==> config.mk <==
export PLATFORM = sky130hd
export DESIGN_NAME = letter_sequencer
export DESIGN_NICKNAME = d
export VERILOG_FILES = /design/src/rtl/letter_sequencer_pkg.sv /design/src/rtl/letter_sequencer_reveal_timer.sv /design/src/rtl/letter_sequencer.sv
export SDC_FILE = /design/constraint.sdc
export NUM_CORES = 1
export LEC_CHECK = 0
export ABC_AREA = 1
export BUFFER_PORTS_ARGS = -buffer_cell sky130_fd_sc_hd__buf_2
export CORE_MARGIN = 1.5
export CORE_UTILIZATION = 50
export CTS_BUF_LIST = sky130_fd_sc_hd__clkbuf_4
export CTS_CLUSTER_DIAMETER = 120
export CTS_CLUSTER_SIZE = 28
export DETAILED_ROUTE_END_ITERATION = 10
export PLACE_DENSITY_LB_ADDON = 0.15
export SYNTH_ARGS = -nofsm -noshare
export SYNTH_HDL_FRONTEND = slang
export SYNTH_HIERARCHICAL = 1
export SYNTH_SLANG_ARGS = --single-unit
==> constraint.sdc <==
create_clock -name pixel_clk_in -period 4.2 [get_ports pixel_clk_in]
set_input_delay 0.84 -clock pixel_clk_in [delete_from_list [all_inputs] [get_ports pixel_clk_in]]
set_output_delay 0.84 -clock pixel_clk_in [all_outputs]
set_load 0.03 [all_outputs]
==> src/rtl/letter_sequencer_pkg.sv <==
`default_nettype none
// ============================================================================
// Module      : letter_sequencer_pkg
// Description : Shared types and constants for the letter sequencer slice.
//               Defines the letter code type, the sequencer state encoding
//               and the size of the glyph table in the downstream drawer.
// Revision    : 1.0 - initial release
// ============================================================================
package letter_sequencer_pkg;

    // One letter code as understood by the glyph drawer.
    typedef logic [5:0] letter_t;

    // Number of glyphs held in the drawer's ROM (codes 0..39).
    localparam int C_NUM_GLYPHS = 40;

    // Sequencer states, explicitly 2 bits wide.
    typedef enum logic [1:0] {
        ST_IDLE    = 2'd0,
        ST_LOADING = 2'd1,
        ST_REVEAL  = 2'd2,
        ST_SHOW    = 2'd3
    } seq_state_t;

    // Codes outside the glyph table are stored as 0 so the drawer never
    // addresses beyond its ROM.
    function automatic letter_t sanitize_letter(input letter_t code);
        return (int'(code) < C_NUM_GLYPHS) ? code : '0;
    endfunction

endpackage
`default_nettype wire

==> src/rtl/letter_sequencer_reveal_timer.sv <==
`default_nettype none
// ============================================================================
// Module      : letter_sequencer_reveal_timer
// Description : Typewriter pacing for the letter sequencer. Counts frame
//               pulses while enabled and advances the revealed-character
//               count once every REVEAL_FRAMES frames.
// Ports       : clk, rst          - clock, synchronous active-high reset
//               i_clear           - zero both counters (abort)
//               i_start           - zero both counters (new reveal begins)
//               i_enable          - counting allowed (sequencer in REVEAL)
//               i_new_frame       - one-cycle start-of-frame pulse
//               o_tick            - high in the cycle revealed will advance
//               o_revealed        - number of characters currently revealed
// Revision    : 1.0 - initial release
// ============================================================================
module letter_sequencer_reveal_timer #(
    parameter int REVEAL_FRAMES = 8,
    parameter int CNT_W         = 5
) (
    input  logic             clk,
    input  logic             rst,
    input  logic             i_clear,
    input  logic             i_start,
    input  logic             i_enable,
    input  logic             i_new_frame,
    output logic             o_tick,
    output logic [CNT_W-1:0] o_revealed
);

    localparam int                   C_FRAME_W    = (REVEAL_FRAMES > 1) ? $clog2(REVEAL_FRAMES) : 1;
    localparam logic [C_FRAME_W-1:0] C_LAST_FRAME = C_FRAME_W'(REVEAL_FRAMES - 1);

    logic [C_FRAME_W-1:0] r_frame_cnt;
    logic [CNT_W-1:0]     r_revealed;
    logic                 w_advance;

    assign w_advance  = i_enable && i_new_frame;
    // The last frame of a reveal interval rolls the frame counter over and
    // exposes one more character on the same edge.
    assign o_tick     = w_advance && (r_frame_cnt == C_LAST_FRAME);
    assign o_revealed = r_revealed;

    always_ff @(posedge clk) begin
        if (rst || i_clear || i_start) begin
            r_frame_cnt <= '0;
            r_revealed  <= '0;
        end else if (o_tick) begin
            r_frame_cnt <= '0;
            r_revealed  <= r_revealed + CNT_W'(1);
        end else if (w_advance) begin
            r_frame_cnt <= r_frame_cnt + C_FRAME_W'(1);
        end
    end

endmodule
`default_nettype wire

==> src/rtl/letter_sequencer.sv <==
`default_nettype none
// ============================================================================
// Module      : letter_sequencer
// Description : Holds a short string of letter codes, reveals it one
//               character at a time, and for every pixel tells the glyph
//               drawer which letter to draw and the origin of its cell.
//               Lookup outputs are registered (1-cycle latency).
// Ports       : pixel_clk_in, rst_in       - clock, sync active-high reset
//               hcount_in, vcount_in       - current pixel position
//               new_frame_in               - start-of-frame pulse
//               x_origin_in, y_origin_in   - top-left of the text line
//               wr_valid_in/wr_char_in/wr_ready_out - letter write handshake
//               commit_in                  - start revealing loaded string
//               clear_in                   - empty buffer, back to IDLE
//               select_letter_out, x_out, y_out, char_active_out
//                                          - registered cell lookup
//               busy_out                   - reveal in progress
// Revision    : 1.0 - initial release
// ============================================================================
module letter_sequencer
    import letter_sequencer_pkg::*;
#(
    parameter int MAX_CHARS     = 16,
    parameter int CHAR_PITCH    = 16,
    parameter int CHAR_HEIGHT   = 16,
    parameter int REVEAL_FRAMES = 8
) (
    input  logic        pixel_clk_in,
    input  logic        rst_in,
    input  logic [10:0] hcount_in,
    input  logic [9:0]  vcount_in,
    input  logic        new_frame_in,
    input  logic [10:0] x_origin_in,
    input  logic [9:0]  y_origin_in,
    input  logic        wr_valid_in,
    input  logic [5:0]  wr_char_in,
    output logic        wr_ready_out,
    input  logic        commit_in,
    input  logic        clear_in,
    output logic [5:0]  select_letter_out,
    output logic [10:0] x_out,
    output logic [9:0]  y_out,
    output logic        char_active_out,
    output logic        busy_out
);

    localparam int          C_ADDR_W   = $clog2(MAX_CHARS);
    localparam int          C_CNT_W    = C_ADDR_W + 1;
    localparam int          C_PITCH_SH = $clog2(CHAR_PITCH);
    localparam logic [10:0] C_CELL_MSK = ~11'(CHAR_PITCH - 1);

    // ------------------------------------------------------------------
    // State and storage
    // ------------------------------------------------------------------
    seq_state_t           r_state;
    seq_state_t           w_state_next;
    logic [C_CNT_W-1:0]   r_count;
    letter_t              r_buf [MAX_CHARS];

    // Control decoded from the current state
    logic                 w_wr_ready;
    logic                 w_wr;
    logic                 w_commit;
    logic                 w_timer_en;
    logic                 w_busy;

    // Reveal timer
    logic                 w_tick;
    logic [C_CNT_W-1:0]   w_revealed;

    // ------------------------------------------------------------------
    // FSM: state register
    // ------------------------------------------------------------------
    always_ff @(posedge pixel_clk_in) begin
        if (rst_in) begin
            r_state <= ST_IDLE;
        end else begin
            r_state <= w_state_next;
        end
    end

    // ------------------------------------------------------------------
    // FSM: next-state logic. Clear overrides everything.
    // ------------------------------------------------------------------
    always_comb begin
        w_state_next = r_state;
        if (clear_in) begin
            w_state_next = ST_IDLE;
        end else begin
            case (r_state)
                ST_IDLE: begin
                    if (w_wr) begin
                        w_state_next = ST_LOADING;
                    end
                end
                ST_LOADING: begin
                    if (commit_in) begin
                        w_state_next = ST_REVEAL;
                    end
                end
                ST_REVEAL: begin
                    // Leave REVEAL on the same edge that exposes the last
                    // character, so SHOW always sees revealed == count.
                    if (w_tick && ((w_revealed + C_CNT_W'(1)) == r_count)) begin
                        w_state_next = ST_SHOW;
                    end
                end
                ST_SHOW: begin
                    w_state_next = ST_SHOW;
                end
                default: begin
                    w_state_next = ST_IDLE;
                end
            endcase
        end
    end

    // ------------------------------------------------------------------
    // FSM: output / control decode
    // ------------------------------------------------------------------
    always_comb begin
        w_wr_ready = 1'b0;
        w_commit   = 1'b0;
        w_timer_en = 1'b0;
        w_busy     = 1'b0;
        case (r_state)
            ST_IDLE: begin
                w_wr_ready = (r_count < C_CNT_W'(MAX_CHARS));
            end
            ST_LOADING: begin
                // A commit closes the string; a letter offered alongside it
                // is refused rather than silently appended.
                w_wr_ready = (r_count < C_CNT_W'(MAX_CHARS)) && !commit_in;
                w_commit   = commit_in && !clear_in;
            end
            ST_REVEAL: begin
                w_timer_en = 1'b1;
                w_busy     = 1'b1;
            end
            default: begin
                w_wr_ready = 1'b0;
            end
        endcase
    end

    assign w_wr         = wr_valid_in && w_wr_ready && !clear_in;
    assign wr_ready_out = w_wr_ready;
    assign busy_out     = w_busy;

    // ------------------------------------------------------------------
    // Character count and string buffer
    // ------------------------------------------------------------------
    always_ff @(posedge pixel_clk_in) begin
        if (rst_in || clear_in) begin
            r_count <= '0;
        end else if (w_wr) begin
            r_count <= r_count + C_CNT_W'(1);
        end
    end

    // Buffer contents need no reset: slots at or above count are never read.
    always_ff @(posedge pixel_clk_in) begin
        if (w_wr) begin
            r_buf[r_count[C_ADDR_W-1:0]] <= sanitize_letter(wr_char_in);
        end
    end

    // ------------------------------------------------------------------
    // Reveal pacing
    // ------------------------------------------------------------------
    letter_sequencer_reveal_timer #(
        .REVEAL_FRAMES (REVEAL_FRAMES),
        .CNT_W         (C_CNT_W)
    ) u_reveal_timer (
        .clk         (pixel_clk_in),
        .rst         (rst_in),
        .i_clear     (clear_in),
        .i_start     (w_commit),
        .i_enable    (w_timer_en),
        .i_new_frame (new_frame_in),
        .o_tick      (w_tick),
        .o_revealed  (w_revealed)
    );

    // ------------------------------------------------------------------
    // Cell lookup
    // ------------------------------------------------------------------
    logic [10:0] w_dx;
    logic [10:0] w_idx;
    logic        w_x_ok;
    logic        w_idx_ok;
    logic        w_y_ok;
    logic        w_in_range;
    logic [11:0] w_y_end;

    assign w_dx     = hcount_in - x_origin_in;
    assign w_idx    = w_dx >> C_PITCH_SH;
    assign w_x_ok   = (hcount_in >= x_origin_in);
    assign w_idx_ok = (w_idx < 11'(w_revealed));
    // 12-bit bottom edge so a line near the bottom of the raster cannot wrap.
    assign w_y_end  = {2'b00, y_origin_in} + 12'(CHAR_HEIGHT);
    assign w_y_ok   = (vcount_in >= y_origin_in) && ({2'b00, vcount_in} < w_y_end);
    assign w_in_range = w_x_ok && w_idx_ok && w_y_ok;

    // Registered outputs; a clear also flushes them so an aborted reveal
    // draws nothing from the very next cycle.
    always_ff @(posedge pixel_clk_in) begin
        if (rst_in || clear_in || !w_in_range) begin
            select_letter_out <= '0;
            x_out             <= '0;
            y_out             <= '0;
            char_active_out   <= 1'b0;
        end else begin
            select_letter_out <= r_buf[w_idx[C_ADDR_W-1:0]];
            // Cell left edge is the origin plus dx rounded down to the pitch.
            x_out             <= x_origin_in + (w_dx & C_CELL_MSK);
            y_out             <= y_origin_in;
            char_active_out   <= 1'b1;
        end
    end

endmodule
`default_nettype wire

## Word level (Yosys, flattened, before mapping)

Memory sizes are Yosys's and may differ from the RTL's. A register that Yosys moved wholly into a read port is not among the register bits.
Cells that the tools add are included.
W data, S select, Z words.

| storage, ports and cells | value |
|---|---|
| bits in registers | 37 |
| bits in writable memories | 96 |
| bits of input ports | 54 |
| word-level logic and storage cells | 59 |
| memories | 1 |

| cells by class | value |
|---|---|
| add/subtract/negate cells | 6 |
| $lt $le $gt $ge | 6 |
| equality and inequality tests | 8 |
| muxes and demuxes | 11 |
| reductions and logical operators | 20 |

Memory list:

| memory | depth | bits a word | read ports | clocked after memory_dff | wr ports | RTL line | source |
|---|---|---|---|---|---|---|---|
| r_buf | 16 | 6 | 1 | 1 | 1 | letter_sequencer.sv:58 | `letter_t r_buf [MAX_CHARS];` |

Operators with widths:

| operator | number |
|---|---|
| $add A10 B5 Y11 const B | 1 |
| $add A11 B11 Y11 | 1 |
| $ge A11 B11 Y1 | 1 |
| $lt A10 B11 Y1 | 1 |
| $sub A11 B11 Y11 | 1 |
| $add A5 B1 Y5 const B | 2 |
| $ge A10 B10 Y1 | 1 |
| $logic_and A1 B1 Y1 | 10 |
| $pmux W2 S4 | 1 |
| $lt A7 B5 Y1 | 1 |
| $lt A6 B6 Y1 const B | 1 |
| $mux W2 | 3 |
| $mux W6 | 1 |
| $ne A2 B2 Y1 const B | 3 |
| $eq A5 B5 Y1 | 1 |
| $lt A5 B5 Y1 const B | 1 |
| $mux W1 | 5 |
| $eq A2 B2 Y1 const B | 2 |
| $reduce_or A2 Y1 | 2 |
| $add A3 B1 Y3 const B | 1 |
| $eq A3 B3 Y1 const B | 1 |
| $logic_not A1 Y1 | 3 |
| $logic_or A1 B1 Y1 | 3 |
| $reduce_and A3 Y1 | 1 |
| other kinds (3) | 3 |

## Longest topological paths before layout

Gate-level depths: netlist of the first run.

| depth | value |
|---|---|
| depth in word-level cells | 7 |
| gate-level depth with buffers | 20 |
| gate-level depth less buffers | 19 |

## Cells and area by module

The synthesis of the first run kept the hierarchy.

Modules (own cells, without submodules):

| module | instances | cells an instance | area an instance (um2) | sequential area each (um2) |
|---|---|---|---|---|
| letter_sequencer | 1 | 724 | 6,820.3 | 3,583.4 |
| letter_sequencer_reveal_timer | 1 | 48 | 375.4 | 160.2 |

## Worst setup path after synthesis of the first run

OpenSTA, ideal clock, no wires.

| timing path | value |
|---|---|
| path kind | input -> register |
| start point | in x_origin_in[3] |
| end point | reg x_out[10] |
| setup time | 119 ps |
| data arrival time | 3,136 ps |
| required time | 4,081 ps |
| path slack | 945 ps |
| stages on the path | 16 |
| buffers on the path | 1 |
| cell sequence | inv_1 -> ha_1 -> a21oi_2 -> nand2_2 -> nand2_1 -> nand2_2 -> buf_6 -> ha_1 -> fa_1 -> nand3_1 -> nand2_1 -> nand2_1 -> nand2_1 -> a21oi_1 -> nand3b_1 -> a21oi_1 |

| between the ends | value |
|---|---|
| longest elaborated chain between the ends | 6 |
| elaborated cells on any way between the ends | 8 |

RTL lines:

| what | RTL line | source |
|---|---|---|
| start, declared | letter_sequencer.sv:33 | `input logic [10:0] x_origin_in,` |
| $sub A11 B11 Y11 | letter_sequencer.sv:196 | `assign w_dx = hcount_in - x_origin_in;` |
| $lt A7 B5 Y1 | letter_sequencer.sv:199 | `assign w_idx_ok = (w_idx < 11'(w_revealed));` |
| $logic_and A1 B1 Y1 (2 in a row) | letter_sequencer.sv:203 | `assign w_in_range = w_x_ok && w_idx_ok && w_y_ok;` |
| $logic_not A1 Y1 | letter_sequencer.sv:208 | `if (rst_in \|\| clear_in \|\| !w_in_range) begin` |
| $logic_or A1 B1 Y1 | letter_sequencer.sv:208 |  |
| end signal, assigned | letter_sequencer.sv:216 | `x_out <= x_origin_in + (w_dx & C_CELL_MSK);` |
| end, declared | letter_sequencer.sv:41 | `output logic [10:0] x_out,` |

Parallel ways exist; a longest one is shown, timed or not.
A chain may end at the register's enable or synchronous reset.

## Worst setup path in the final report of the first run

| timing path | value |
|---|---|
| start point | in x_origin_in[3] |
| end point | reg y_out[5] |

| between the ends | value |
|---|---|
| longest elaborated chain between the ends | 6 |
| elaborated cells on any way between the ends | 7 |

RTL lines:

| what | RTL line | source |
|---|---|---|
| $sub A11 B11 Y11 | letter_sequencer.sv:196 |  |
| $lt A7 B5 Y1 | letter_sequencer.sv:199 |  |
| $logic_and A1 B1 Y1 * (2 in a row) | letter_sequencer.sv:203 |  |
| $logic_not A1 Y1 * | letter_sequencer.sv:208 |  |
| $logic_or A1 B1 Y1 * | letter_sequencer.sv:208 |  |
| end signal, assigned | letter_sequencer.sv:217 | `y_out <= y_origin_in;` |
| end, declared | letter_sequencer.sv:42 | `output logic [9:0] y_out,` |

Every way passes the cells marked *; elsewhere a longest branch is shown, timed or not.

==> results.tsv, run 1 <==
stage	metric	value	unit
cells_and_area	Area growth syn-to-layout	12.4	%
min_path	Hold Path Class	reg2reg	
floorplanning	Die W	123	um
min_path	HP Start	u_reveal_timer/r_frame_cnt[1]	
clock_tree	CTS Buffer Depth	2	
clock_tree	TritonCTS Buffers	17	
floorplanning	area of the core	14000	um^2
worst_setup_path	critical path class	in2reg	
power_and_ir_drop	power share of the combinational group	20.5	%
worst_setup_path	CP Launch Point	x_origin_in[3]	
clock_tree	clk slew on worst S/H paths	0.11	ns
logic_synthesis	Netlist cell types	38	
logic_synthesis	top cells by area, synth	edfxtp_1, dfxtp_1, nand2_1	
clock_tree	Worst-Skew Late Latency	0.57	ns
power_and_ir_drop	Leak	3.51	nW
power_and_ir_drop	Flop pwr share	48.4	%
sta	clk_skew	0.0147	ns
logic_synthesis	Mapped Area	7200	um^2
routing	post-route ant nets	0	
logic_synthesis	FFs w/ async S/R, synth	0	%
logic_synthesis	syn_nets	873	
sta	RSZ-0062 raised after global routing	false	
clock_tree	Resized cells post-CTS	0	
floorplanning	io pins	84	
floorplanning	row count	43	
floorplanning	Initial Util	51.4	%
sta	final setup TNS	0	ns
sta	Setup WS post-layout	0.921	ns
logic_synthesis	ys flop type	edfxtp_1	
routing	Iter 0 DRT Violations	440	
logic_synthesis	post-synth top area share	40.1	%
global_routing	gr ovfl total	0	
power_and_ir_drop	Int Power	2.13	mW
clock_tree	CTS tree	done	
worst_setup_path	CP Cell Sequence	buf_2 -> inv_1 -> ha_1 -> a21oi_2 -> nand2_2 -> nand2_1 -> nand2_1 -> a31oi_1 -> xor2_1 -> ha_1 -> a211oi_1 -> nand3_2 -> nor2_4 -> nand3_4 -> buf_4 -> nor2_4	
logic_synthesis	sequential area share after synthesis	52.0	%
logic_synthesis	area leader, netlist	edfxtp_1	
worst_setup_path	CP peak stage delay	0.33	ns
cells_and_area	Layout Utilization	57.8	%
power_and_ir_drop	Clock Power Share	31.1	%
logic_synthesis	synthesized netlist cell count	772	
logic_synthesis	syn avg cell area	9.32	um^2
routing	Via density	5.40	
placement	routability-driven placement congestion ratio	0.843	
cells_and_area	most used cells in the layout excluding fill and tap cells	nand2_1, nand3_1, edfxtp_1	
worst_setup_path	CP startpoint kind	input port	
sta	minimum clock period after layout	3.28	ns
global_routing	first-pass GRT wire length	26900	um
clock_tree	H-tree levels	4	
routing	first drt pass iteration count	5	
worst_setup_path	Critical Path AT	3.79	ns
clock_tree	Sink Count	139	
sta	max frequency	0.305	GHz
routing	routed len/inst	15.9	um
logic_synthesis	Yosys warning count	6	
cells_and_area	most common cell after layout, fill and taps aside	nand2_1	
placement	dpl ws	0.336	ns
clock_tree	CTS hold repair buffers	0	
sta	Slew Viols, Final	0	
sta	fin crit share	78.1	%
sta	Rel. slew slack	21.8	%
logic_synthesis	EDFF count, synth	96	
global_routing	GR Util All Layers	23.6	%
run_status	outcome	finished clean	
cells_and_area	nets	964	
sta	slew at the pin closest to its max-slew limit	1.17	ns
clock_tree	Root Driver	clkbuf_4	
routing	final wirelength	16800	um
placement	# port buffers	83	
worst_setup_path	Critical Path RT	4.71	ns
global_routing	vias in the first global route	5535	
worst_setup_path	CP Capture Type	register	
power_and_ir_drop	Worst VDD drop	0.192	mV
sta	Setup-failing EPs final	0	
worst_setup_path	Critical-path top delay cell	a211oi_1	
power_and_ir_drop	Switch Pwr	0.913	mW
sta	final hold violation count	0	
worst_setup_path	crit path max fanout	14	
floorplanning	die height	123	um
global_routing	largest net degree at the start of global routing	43	
power_and_ir_drop	switching share of power	30.0	%
cells_and_area	layout cells sized above 1	18.9	%
placement	DPL Wire Length	12000	um
flow_run	max-cap viol count	0	
global_routing	initial antenna violation count	1	
power_and_ir_drop	pwr/cell area	377	nW/um^2
logic_synthesis	Yosys reg bits	139	
worst_setup_path	RR Startpoint	r_state[1]	
floorplanning	full die area	15100	um^2
clock_tree	postcts setup bufs	0	
routing	DRC Markers	0	
routing	DR vias	5710	
[power groups by stage]
stage	combinational, mW	clock [mW]	sequential [mW]
after global placement	0.603	0	1.51
after floorplan	0.444	0	1.51
after CTS	0.622	0.960	1.47
after global routing	0.699	1.02	1.48
final	0.625	0.949	1.47
after detailed placement	0.618	0	1.51
[Yosys cell counts (2+ instances only)]
master	instances
nand2_1	182
a31oi_1	2
o21ai_0	10
nand4_1	4
buf_2	13
o21ai_1	4
inv_2	5
nor2_1	54
nor2_4	20
dfxtp_1	43
nand2_2	8
a21oi_2	2
xnor2_1	5
ha_1	46
o21a_1	2
a211oi_1	2
nand3_1	123
a21oi_1	37
nand3b_1	3
nand3_2	6
nor3_1	3
edfxtp_1	96
buf_6	4
xor2_1	8
inv_1	77
[kinds of logic after synthesis]
group,after synthesis,synth area share (%)
compound gates,61,4.59
xor+xnor,14,1.81
fa+ha+maj,47,8.28
buf+inv,101,5.91
flops,139,52.0
simple gates,410,27.4
[per-stage QoR]
step,power (mW),area (um^2),instances,hold slack (ns)
finish,3.05,8090,1057,0.493
global route,3.20,8090,1057,0.502
CTS,3.06,8090,1056,0.495
detailed placement,2.12,7780,1024,0.476
global placement,2.11,7780,1024,0.452
floorplan,1.95,7200,772,0.443
[sequential cells by signal, indices dropped and copies added (netlist names)]
register,flops
r_count,5
r_buf,96
char_active_out,1
u_reveal_timer/r_frame_cnt,3
u_reveal_timer/o_revealed,5
x_out,11
select_letter_out,6
r_state,2
y_out,10
[critical path: cells and delay by family]
kind / cells / cell delay (ns)
AND/OR/NAND/NOR: 7 / 0.82
XOR/XNOR: 1 / 0.25
AO/OA/AOI/OAI: 3 / 0.77
buffers and inverters: 3 / 0.51
adder cells (fa/ha/maj): 2 / 0.57
[metal layers]
| layer | part of all wire [%] | global-route usage, % | vias up |
|---|---|---|---|
| met1 | 44 | 30.2 | 2711 |
| met3 | 6.1 | 5.17 | 23 |
| met4 | 1.6 | 8.36 | 0 |
| li1 | - | - | 2777 |
| met2 | 49 | 39.6 | 199 |
| met5 | 0 | 0 | - |
[worst paths after layout]
check	endpoint	slack [ns]	cells after the start
min	u_reveal_timer/r_frame_cnt[1]	0.49	2
max	y_out[5]	0.92	16
min reg2reg	u_reveal_timer/r_frame_cnt[1]	0.49	2
max reg2reg	r_buf[15][5]	1.94	10
[cell type report]
| type | count | area, um^2 |
|---|---|---|
| clock buffer | 17 | 128 |
| inverter | 82 | 308 |
| antenna | 1 | 2.50 |
| clock inverter | 15 | 180 |
| multi-input combinational | 532 | 3030 |
| fill | 1247 | 5900 |
| sequential | 139 | 3740 |
| tap | 180 | 225 |
| timing repair buffer | 91 | 475 |
Note: power is estimated with default switching activity, not from simulation.
==> run 2, diff against run 1 <==
clock period = 3.4 ns   (was 4.2 ns; I/O delays follow)
==> run 2 against run 1 <==
  * Combinational power up 28%
  * Sequential cell count unchanged
  * Sequential power up 24%
==> results.tsv, run 2 (same netlist as run 1, synthesis figures left out) <==
stage	metric	value	unit	change
run_status	outcome	finished clean		unchanged
routing	post-route ant nets	0		unchanged
floorplanning	die height	123	um	unchanged
sta	max frequency	0.357	GHz	
worst_setup_path	Critical Path RT	3.89	ns	was 4.71 ns
clock_tree	postcts setup bufs	0		unchanged
worst_setup_path	reg2reg setup slack	1.11	ns	was 1.94 ns
clock_tree	CTS Buffer Depth	2		unchanged
clock_tree	clk slew on worst S/H paths	0.12	ns	was 0.11 ns
worst_setup_path	RR Startpoint	r_state[1]		unchanged
power_and_ir_drop	Leak	3.60	nW	was 3.51 nW
cells_and_area	most used cells in the layout excluding fill and tap cells	nand2_1, nand3_1, edfxtp_1		unchanged
cells_and_area	layout cells sized above 1	20.3	%	was 18.9%
routing	first drt pass iteration count	5		unchanged
floorplanning	io pins	84		unchanged
sta	clk_skew	0.0199	ns	was 0.0147 ns
min_path	Hold Path Class	in2reg		was reg2reg
cells_and_area	Area growth syn-to-layout	14.4	%	was 12.4%
cells_and_area	max reg flops	96		unchanged
clock_tree	Worst-Skew Late Latency	0.55	ns	was 0.57 ns
routing	DRC Markers	0		unchanged
sta	fin crit share	82.5	%	
clock_tree	H-tree levels	4		unchanged
global_routing	first-pass GRT wire length	26300	um	was 26900 um
worst_setup_path	CP Capture Type	register		unchanged
cells_and_area	most common cell after layout, fill and taps aside	nand2_1		unchanged
worst_setup_path	critical path class	in2reg		unchanged
global_routing	largest net degree at the start of global routing	43		unchanged
clock_tree	Root Driver	clkbuf_4		unchanged
global_routing	gr ovfl total	0		unchanged
routing	Via density	5.31		was 5.40
clock_tree	TritonCTS Buffers	17		unchanged
clock_tree	Resized cells post-CTS	0		unchanged
clock_tree	Sink Count	139		unchanged
placement	routability-driven placement congestion ratio	0.813		was 0.843
clock_tree	CTS hold repair buffers	0		unchanged
floorplanning	row count	43		unchanged
sta	final hold violation count	0		unchanged
worst_setup_path	crit path max fanout	16		was 14
power_and_ir_drop	pwr/cell area	461	nW/um^2	was 377 nW/um^2
sta	Rel. slew slack	53.0	%	was 21.8%
routing	Iter 0 DRT Violations	575		was 440
routing	routed len/inst	15.3	um	was 15.9 um
worst_setup_path	Reg2Reg Depth	10		unchanged
power_and_ir_drop	Worst VDD drop	0.245	mV	was 0.192 mV
routing	final wirelength	16400	um	was 16800 um
routing	DR vias	5699		was 5710
sta	worst hold margin	0.382	ns	was 0.493 ns
min_path	Endpoint, Worst Hold	x_out[0]		was u_reveal_timer/r_frame_cnt[1]
min_path	HP Start	x_origin_in[0]		was u_reveal_timer/r_frame_cnt[1]
floorplanning	full die area	15100	um^2	unchanged
sta	slew at the pin closest to its max-slew limit	0.702	ns	was 1.17 ns
global_routing	vias in the first global route	5522		was 5535
global_routing	initial antenna violation count	1		unchanged
sta	final setup TNS	0	ns	unchanged
cells_and_area	Fill cells	1240		was 1247
clock_tree	CTS tree	done		unchanged
floorplanning	Initial Util	51.4	%	unchanged
placement	DPL Wire Length	11700	um	was 12000 um
worst_setup_path	Crit Reg-Reg Endpoint	r_buf[3][1]		was r_buf[15][5]
worst_setup_path	Critical Path AT	3.30	ns	was 3.79 ns
floorplanning	Die W	123	um	unchanged
sta	minimum clock period after layout	2.80	ns	
global_routing	GR Util All Layers	23.0	%	was 23.6%
placement	# port buffers	83		unchanged
min_path	Hold Crit Depth	3		was 2
floorplanning	area of the core	14000	um^2	unchanged
sta	RSZ-0062 raised after global routing	false		unchanged
worst_setup_path	CP startpoint kind	input port		unchanged
flow_run	max-cap viol count	0		unchanged
sta	Slew Viols, Final	0		unchanged
sta	Setup-failing EPs final	0		unchanged
cells_and_area	nets	981		was 964
run 2: power breakdown:
| group | internal, mW | total (mW) | switching, mW |
|---|---|---|---|
| Sequential | 1.82 | 1.82 | 0.00367 |
| Clock | 0.602 | 1.17 | 0.572 |
| Combinational | 0.273 | 0.797 | 0.524 |
| Total | 2.69 | 3.79 | 1.10 |
run 2: how the worst max path moves through the flow:
stage,start,endpoint,slack (ns),cells after the start
after floorplan,x_origin_in[3],x_out[10],0.31,16
after global placement,x_origin_in[3],y_out[2],0.14,18
after detailed placement,x_origin_in[3],y_out[1],0.02,18
after CTS,x_origin_in[3],y_out[6],0.59,18
after global routing,x_origin_in[3],y_out[1],0.43,18
final,x_origin_in[3],y_out[2],0.60,18
run 2: worst max-delay path, stage by stage:
cell and delay [ns]:
buf_2 0.07, inv_1 0.04, ha_1 0.32, nand2_1 0.11, inv_2 0.05, nand2_2 0.08
nand2_2 0.07, nand2_1 0.06, nand2_1 0.07, a31oi_1 0.17, xor2_1 0.23, ha_1 0.29
a211oi_1 0.30, nand3_2 0.14, nor2_4 0.14, nand3_4 0.16, buf_12 0.24, nor2_4 0.08
run 2: cell type report:
class / instances / area [um^2] / share of cell area [%]
flip-flops and latches: 139 / 3740 / 45.5
multi-input cells: 532 / 3030 / 36.8
repair buffers: 108 / 616 / 7.48
inverters: 82 / 308 / 3.74
well taps: 180 / 225 / 2.74
clock buffers: 21 / 158 / 1.92
clock inverters: 11 / 150 / 1.82
diodes: 1 / 2.50 / 0.0304
run 2: routing by layer:
metal | GRT usage (%) | routed length, um | vias up
li1 | - | - | 2817
met1 | 29.7 | 7300 | 2651
met2 | 38.5 | 7770 | 201
met3 | 4.43 | 1060 | 30
met4 | 8.65 | 297 | 0
met5 | 0 | 0 | -
run 2: per-stage QoR:
stage	cells	util, %	power [mW]	setup slack, ns	area (um^2)
2_1_floorplan	772	-	2.41	0.305	7200
3_3_place_gp	1041	56.6	2.63	0.145	7920
3_5_place_dp	1041	56.6	2.65	0.0242	7920
4_1_cts	1073	58.8	3.81	0.587	8230
5_1_grt	1074	58.8	3.97	0.429	8230
6_report	1074	58.8	3.79	0.596	8230
